--- config.mk ---
export PLATFORM = sky130hd
export DESIGN_NAME = pll_reset_sequencer
export DESIGN_NICKNAME = d
export VERILOG_FILES = /design/src/rtl/pll_rst_pkg.sv /design/src/rtl/sync_ff.sv /design/src/rtl/pll_reset_sequencer.sv
export SDC_FILE = /design/constraint.sdc
export NUM_CORES = 1
export LEC_CHECK = 0
export CAP_MARGIN = 20
export CORE_AREA = 5 5 56 58
export DETAILED_ROUTE_END_ITERATION = 6
export DIE_AREA = 0 0 61 63
export GPL_TIMING_DRIVEN = 0
export SLEW_MARGIN = 20
export SYNTH_ARGS = -nofsm -noshare
export SYNTH_HDL_FRONTEND = slang
export SYNTH_HIERARCHICAL = 1
export SYNTH_SLANG_ARGS = --single-unit
export TNS_END_PERCENT = 5
--- constraint.sdc ---
create_clock -name clock -period 3.1 [get_ports clock]
set_input_delay 0.775 -clock clock [delete_from_list [all_inputs] [get_ports clock]]
set_output_delay 0.775 -clock clock [all_outputs]
set_load 0.02 [all_outputs]
--- src/rtl/pll_rst_pkg.sv ---
// Shared constants for the PLL reset sequencer: FSM state encoding,
// lock-loss counter width and a small elaboration-time helper.
package pll_rst_pkg;

   typedef enum logic [1:0] {
      ST_WAIT_LOCK = 2'd0,
      ST_FILTER    = 2'd1,
      ST_HOLD      = 2'd2,
      ST_RUN       = 2'd3
   } state_t;

   localparam int LOSS_W = 8;

   function automatic int max_int(input int a, input int b);
      return (a > b) ? a : b;
   endfunction

endpackage

--- src/rtl/sync_ff.sv ---
// Multi-flop synchronizer for a single asynchronous level into the clock
// domain. All stages clear to 0 on the synchronous reset so a fresh lock
// must propagate through the full chain after reset is released.
module sync_ff #(
   parameter int STAGES = 2
) (
   input  logic clock,
   input  logic reset,
   input  logic d,
   output logic q
);

   logic [STAGES-1:0] sr;

   // Shift the asynchronous input through the synchronizer chain.
   always_ff @(posedge clock) begin
      if (reset) begin
         sr <= '0;
      end else begin
         sr <= {sr[STAGES-2:0], d};
      end
   end

   assign q = sr[STAGES-1];

endmodule

--- src/rtl/pll_reset_sequencer.sv ---
// PLL reset sequencer: synchronizes pll_locked, requires LOCK_FILTER
// consecutive locked cycles, holds rst_out for HOLD_CYCLES more, then
// releases downstream reset. Any loss of lock before or during RUN
// restarts the sequence from WAIT_LOCK.
//
// Optional feature macro: PLL_RST_LOSS_COUNT_EN builds the saturating
// lock-loss counter; without it lock_loss_count is tied to zero.
//
//   state        | meaning
//   -------------+------------------------------------------------------
//   ST_WAIT_LOCK | waiting for synchronized lock, rst_out asserted
//   ST_FILTER    | counting consecutive locked cycles, rst_out asserted
//   ST_HOLD      | lock qualified, holding rst_out for HOLD_CYCLES
//   ST_RUN       | reset released, ready high
module pll_reset_sequencer
   import pll_rst_pkg::*;
#(
   parameter int SYNC_STAGES = 2,
   parameter int LOCK_FILTER = 16,
   parameter int HOLD_CYCLES = 1024
) (
   input  logic              clock,
   input  logic              reset,
   input  logic              pll_locked,
   output logic              rst_out,
   output logic              ready,
   output logic [1:0]        state_o,
   output logic [LOSS_W-1:0] lock_loss_count
);

   // One counter is shared between FILTER and HOLD; it is sized for the
   // larger terminal value so neither phase can overflow it.
   localparam int CNT_W = $clog2(max_int(LOCK_FILTER, HOLD_CYCLES) + 1);
   localparam logic [CNT_W-1:0] LF_TC = CNT_W'(LOCK_FILTER - 1);
   localparam logic [CNT_W-1:0] HC_TC = CNT_W'(HOLD_CYCLES - 1);

   logic             lk_s;
   state_t           state;
   state_t           state_nxt;
   logic [CNT_W-1:0] cnt;
   logic [CNT_W-1:0] cnt_nxt;
   logic             rst_nxt;
   // Power-up value keeps downstream logic in reset before the first edge.
   logic             rst_q = 1'b1;

   sync_ff #(
      .STAGES (SYNC_STAGES)
   ) u_sync (
      .clock (clock),
      .reset (reset),
      .d     (pll_locked),
      .q     (lk_s)
   );

   // Next-state, counter and reset-output decode.
   always_comb begin
      state_nxt = state;
      cnt_nxt   = cnt;
      case (state)
         ST_WAIT_LOCK: begin
            if (lk_s) begin
               state_nxt = ST_FILTER;
               cnt_nxt   = '0;
            end
         end
         ST_FILTER: begin
            if (!lk_s) begin
               state_nxt = ST_WAIT_LOCK;
               cnt_nxt   = '0;
            end else if (cnt == LF_TC) begin
               state_nxt = ST_HOLD;
               cnt_nxt   = '0;
            end else begin
               cnt_nxt = cnt + CNT_W'(1);
            end
         end
         ST_HOLD: begin
            // A drop here is a failed qualification, not a lock loss.
            if (!lk_s) begin
               state_nxt = ST_WAIT_LOCK;
               cnt_nxt   = '0;
            end else if (cnt == HC_TC) begin
               state_nxt = ST_RUN;
               cnt_nxt   = '0;
            end else begin
               cnt_nxt = cnt + CNT_W'(1);
            end
         end
         ST_RUN: begin
            cnt_nxt = '0;
            if (!lk_s) begin
               state_nxt = ST_WAIT_LOCK;
            end
         end
         default: begin
            state_nxt = ST_WAIT_LOCK;
            cnt_nxt   = '0;
         end
      endcase
      // Decoding from the next state lines rst_out up with state_o.
      rst_nxt = (state_nxt != ST_RUN);
   end

   // State, counter and registered reset output.
   always_ff @(posedge clock) begin
      if (reset) begin
         state <= ST_WAIT_LOCK;
         cnt   <= '0;
         rst_q <= 1'b1;
      end else begin
         state <= state_nxt;
         cnt   <= cnt_nxt;
         rst_q <= rst_nxt;
      end
   end

   assign rst_out = rst_q;
   assign ready   = ~rst_q;
   assign state_o = state;

`ifdef PLL_RST_LOSS_COUNT_EN
   logic [LOSS_W-1:0] loss_q;
   logic              loss_evt;

   assign loss_evt = (state == ST_RUN) && !lk_s;

   // Saturating count of lock losses seen while running.
   always_ff @(posedge clock) begin
      if (reset) begin
         loss_q <= '0;
      end else if (loss_evt && (loss_q != {LOSS_W{1'b1}})) begin
         loss_q <= loss_q + LOSS_W'(1);
      end
   end

   assign lock_loss_count = loss_q;
`else
   assign lock_loss_count = '0;
`endif

endmodule
==> reports/metrics.csv <==
stage,metric,value,unit
grt,met1 usage,13.6,%
flow_run,Max-Cap Viols,0,
sta,minimum clock period,2.14,ns
cts,postcts setup bufs,0,
grt,vias in the first global route,764,
cts,"Clk pin slew, worst setup/hold paths",0.09,ns
cts,CTS tree,yes,
layout,ant diodes,0,
cts,CTS max path bufs,2,
synthesis,synthesized area,975,um^2
sta,Fmax,468,MHz
power,PnR Total Power,0.363,mW
placement,placed cells,164,
worst_setup_path,R2R Path Start,cnt[1]$_SDFFE_PP0P_,
cts,hold buffer count at cts,0,
grt,antenna violations before repair,0,
synthesis,Yosys Warn Count,6,
synthesis,synthesis-stage register bit count,16,
die,Die ar.,3840,um^2
synthesis,"Top FF cell, synth",dfxtp_1,
sta,Final Hold Vio Count,0,
placement,pre-CTS setup slack,1.08,ns
worst_setup_path,Register-to-Register Path Depth,7,
worst_setup_path,Worst Setup EP,state_o[0],
die,Initial Util,37.3,%
layout,fin cells,167,
worst_setup_path,Startpoint Class,flop,
cts,CTS Buf Count,3,
detailed_routing,WL final,1.85,mm
sta,Final period util,69.0,%
sta,Setup-failing EPs final,0,
detailed_routing,DRC violations left,0,
layout,P&R area growth vs syn,15.1,%
grt,first-pass GRT wire length,3.20,mm
power,leakage,0.442,nW
layout,"commonest non-fill, non-tap cell in the layout",dfxtp_1,
worst_setup_path,Levels on crit path,1,
detailed_routing,Pre-antenna DRT Iters,4,
worst_setup_path,worst reg2reg setup slack,1.20,ns
cts,clock root buffer,clkbuf_4,
layout,final instance area,1120,um^2
synthesis,"Seq/Total Area, Yosys",32.9,%
worst_setup_path,CP Max Fanout,6,
worst_setup_path,slowest CP cell,clkdlybuf4s50_1,
die,# IOs,15,
power,Max IR drop VDD,0.000262,V
worst_setup_path,worst-path cell chain,clkdlybuf4s50_1,
grt,GR peak layer,met2,
run_status,outcome,completed,
worst_setup_path,CP Capture Type,output pin,
cts,H-Tree Level Count,1,
detailed_routing,Antenna Nets Post-Route,0,
worst_setup_path,critical path arrival,1.36,ns
grt,total gr overflow,0,
power,power density of the placed cells,324,nW/um^2
worst_setup_path,Worst path max stage delay,0.64,ns
layout,Final nets,147,
placement,dpl hpwl,1.38,mm
worst_setup_path,Critical Path RT,2.32,ns
die,die height,63,um
cts,clock latency on the worst-skew pair,0.28,ns
placement,Port Buf Inserts,6,
detailed_routing,wire per inst,11.1,um
placement,RePlAce Congestion,0.797,
grt,met3 Use GR,2.69,%
sta,Final Max Tran Viols,0,
sta,setup TNS,0,ns
synthesis,number of synthesized flops with an enable pin,0,
die,Die W,61,um
worst_setup_path,r2r endpoint,cnt[0]$_SDFFE_PP0P_,
detailed_routing,vias per cell,4.89,
worst_setup_path,WP buf/inv,1,
grt,GRT Overall Usage,10.7,%
die,# rows,19,
die,Core ar.,2620,um^2
worst_setup_path,WS Path Type,reg2out,
detailed_routing,1st-iter DRT viols,16,
worst_setup_path,Critical path origin,state_o[0]$_SDFF_PP0_,
sta,clk_skew,0.00595,ns
synthesis,mean post-synth cell area,8.12,um^2
synthesis,fraction of registers with async set/reset,0,%
grt,largest net degree at the start of global routing,11,
synthesis,Synth Instances,120,
sta,RSZ-0062 raised after global routing,false,
placement,Area after DPL,1100,um^2
sta,worst setup margin,0.962,ns
cts,TritonCTS Sinks,16,
grt,global-route met2 utilization,16.2,%
layout,layout cell share with drive strength beyond 1,14.0,%
synthesis,Cell variety after synth,34,
cts,post_cts resized,0,
worst_setup_path,CP top delay family,buffers and inverters,
hold_path,Hold WC Path Type,reg2reg,
detailed_routing,total number of vias,816,
layout,most frequent cells in the layout,"dfxtp_1 (16), nand2_1 (14), nor2_1 (14), buf_4 (8), conb_1 (8)",
[logic make-up (layout without fill, tap and decap cells)]
| family | count (synthesis) | after routing | share of synthesized area (%) |
|---|---|---|---|
| other | 1 | 8 | 0.385 |
| AND/OR/NAND/NOR | 56 | 56 | 28.5 |
| XOR/XNOR | 4 | 4 | 3.59 |
| multiplexers | 2 | 2 | 2.05 |
| adder cells (fa/ha/maj) | 6 | 6 | 7.70 |
| buffers and inverters | 17 | 26 | 10.5 |
| flip-flops | 16 | 16 | 32.9 |
| AO/OA/AOI/OAI | 18 | 18 | 14.4 |
[flip-flops by register name, summed over array words and instances (netlist names)]
| signal | count |
|---|---|
| state_o | 2 |
| rst_out | 1 |
| cnt | 11 |
| u_sync/sr | 2 |
[worst min path at each step]
stage	startpoint	endpoint	slack, ns	cells past startpoint
after detailed placement	u_sync/sr[0]$_SDFF_PP0_	u_sync/sr[1]$_SDFF_PP0_	0.42	1
after global placement	u_sync/sr[0]$_SDFF_PP0_	u_sync/sr[1]$_SDFF_PP0_	0.42	1
final	u_sync/sr[0]$_SDFF_PP0_	u_sync/sr[1]$_SDFF_PP0_	0.45	1
after global routing	u_sync/sr[0]$_SDFF_PP0_	u_sync/sr[1]$_SDFF_PP0_	0.47	1
after floorplan	u_sync/sr[0]$_SDFF_PP0_	u_sync/sr[1]$_SDFF_PP0_	0.41	1
after CTS	u_sync/sr[0]$_SDFF_PP0_	u_sync/sr[1]$_SDFF_PP0_	0.45	1
[layer usage]
metal,up-vias,share of wire [%],routed length [um]
li1,427,-,-
met1,370,46,858
met2,17,48,892
met3,2,4.0,75
met4,0,1.5,28
met5,-,0,0
[where the power goes]
group | internal (mW) | switching, mW | total, mW
Sequential | 0.207 | 0.00204 | 0.209
Combinational | 0.0186 | 0.0251 | 0.0437
Clock | 0.0451 | 0.0650 | 0.110
[stage by stage]
step,util [%],hold slack (ns)
global route,42.9,0.468
finish,42.9,0.452
detailed placement,42.1,0.425
global placement,42.1,0.420
floorplan,-,0.414
CTS,42.9,0.448
[Yosys cell counts (2+ instances only)]
cell type / number / area (um^2)
ha_1: 6 / 75.1
mux2i_1: 2 / 20.0
dfxtp_1: 16 / 320
buf_4: 8 / 60.1
nand2_1: 14 / 52.6
a21oi_1: 4 / 20.0
a21o_1: 2 / 15.0
nor3_1: 7 / 35.0
xnor2_1: 4 / 35.0
nor2b_1: 5 / 31.3
nor2_1: 14 / 52.6
nand3_1: 7 / 35.0
a31oi_1: 5 / 31.3
inv_1: 5 / 18.8
clkbuf_1: 2 / 7.51
[cell type report]
class / instances / area, um^2
plain buffers: 12 / 83.8
clock buffers: 3 / 22.5
fillers: 279 / 1490
inverters: 5 / 18.8
multi-input cells: 94 / 578
flip-flops and latches: 16 / 320
well taps: 31 / 38.8
repair buffers: 6 / 60.1
Note: power is estimated with default switching activity, not from simulation.
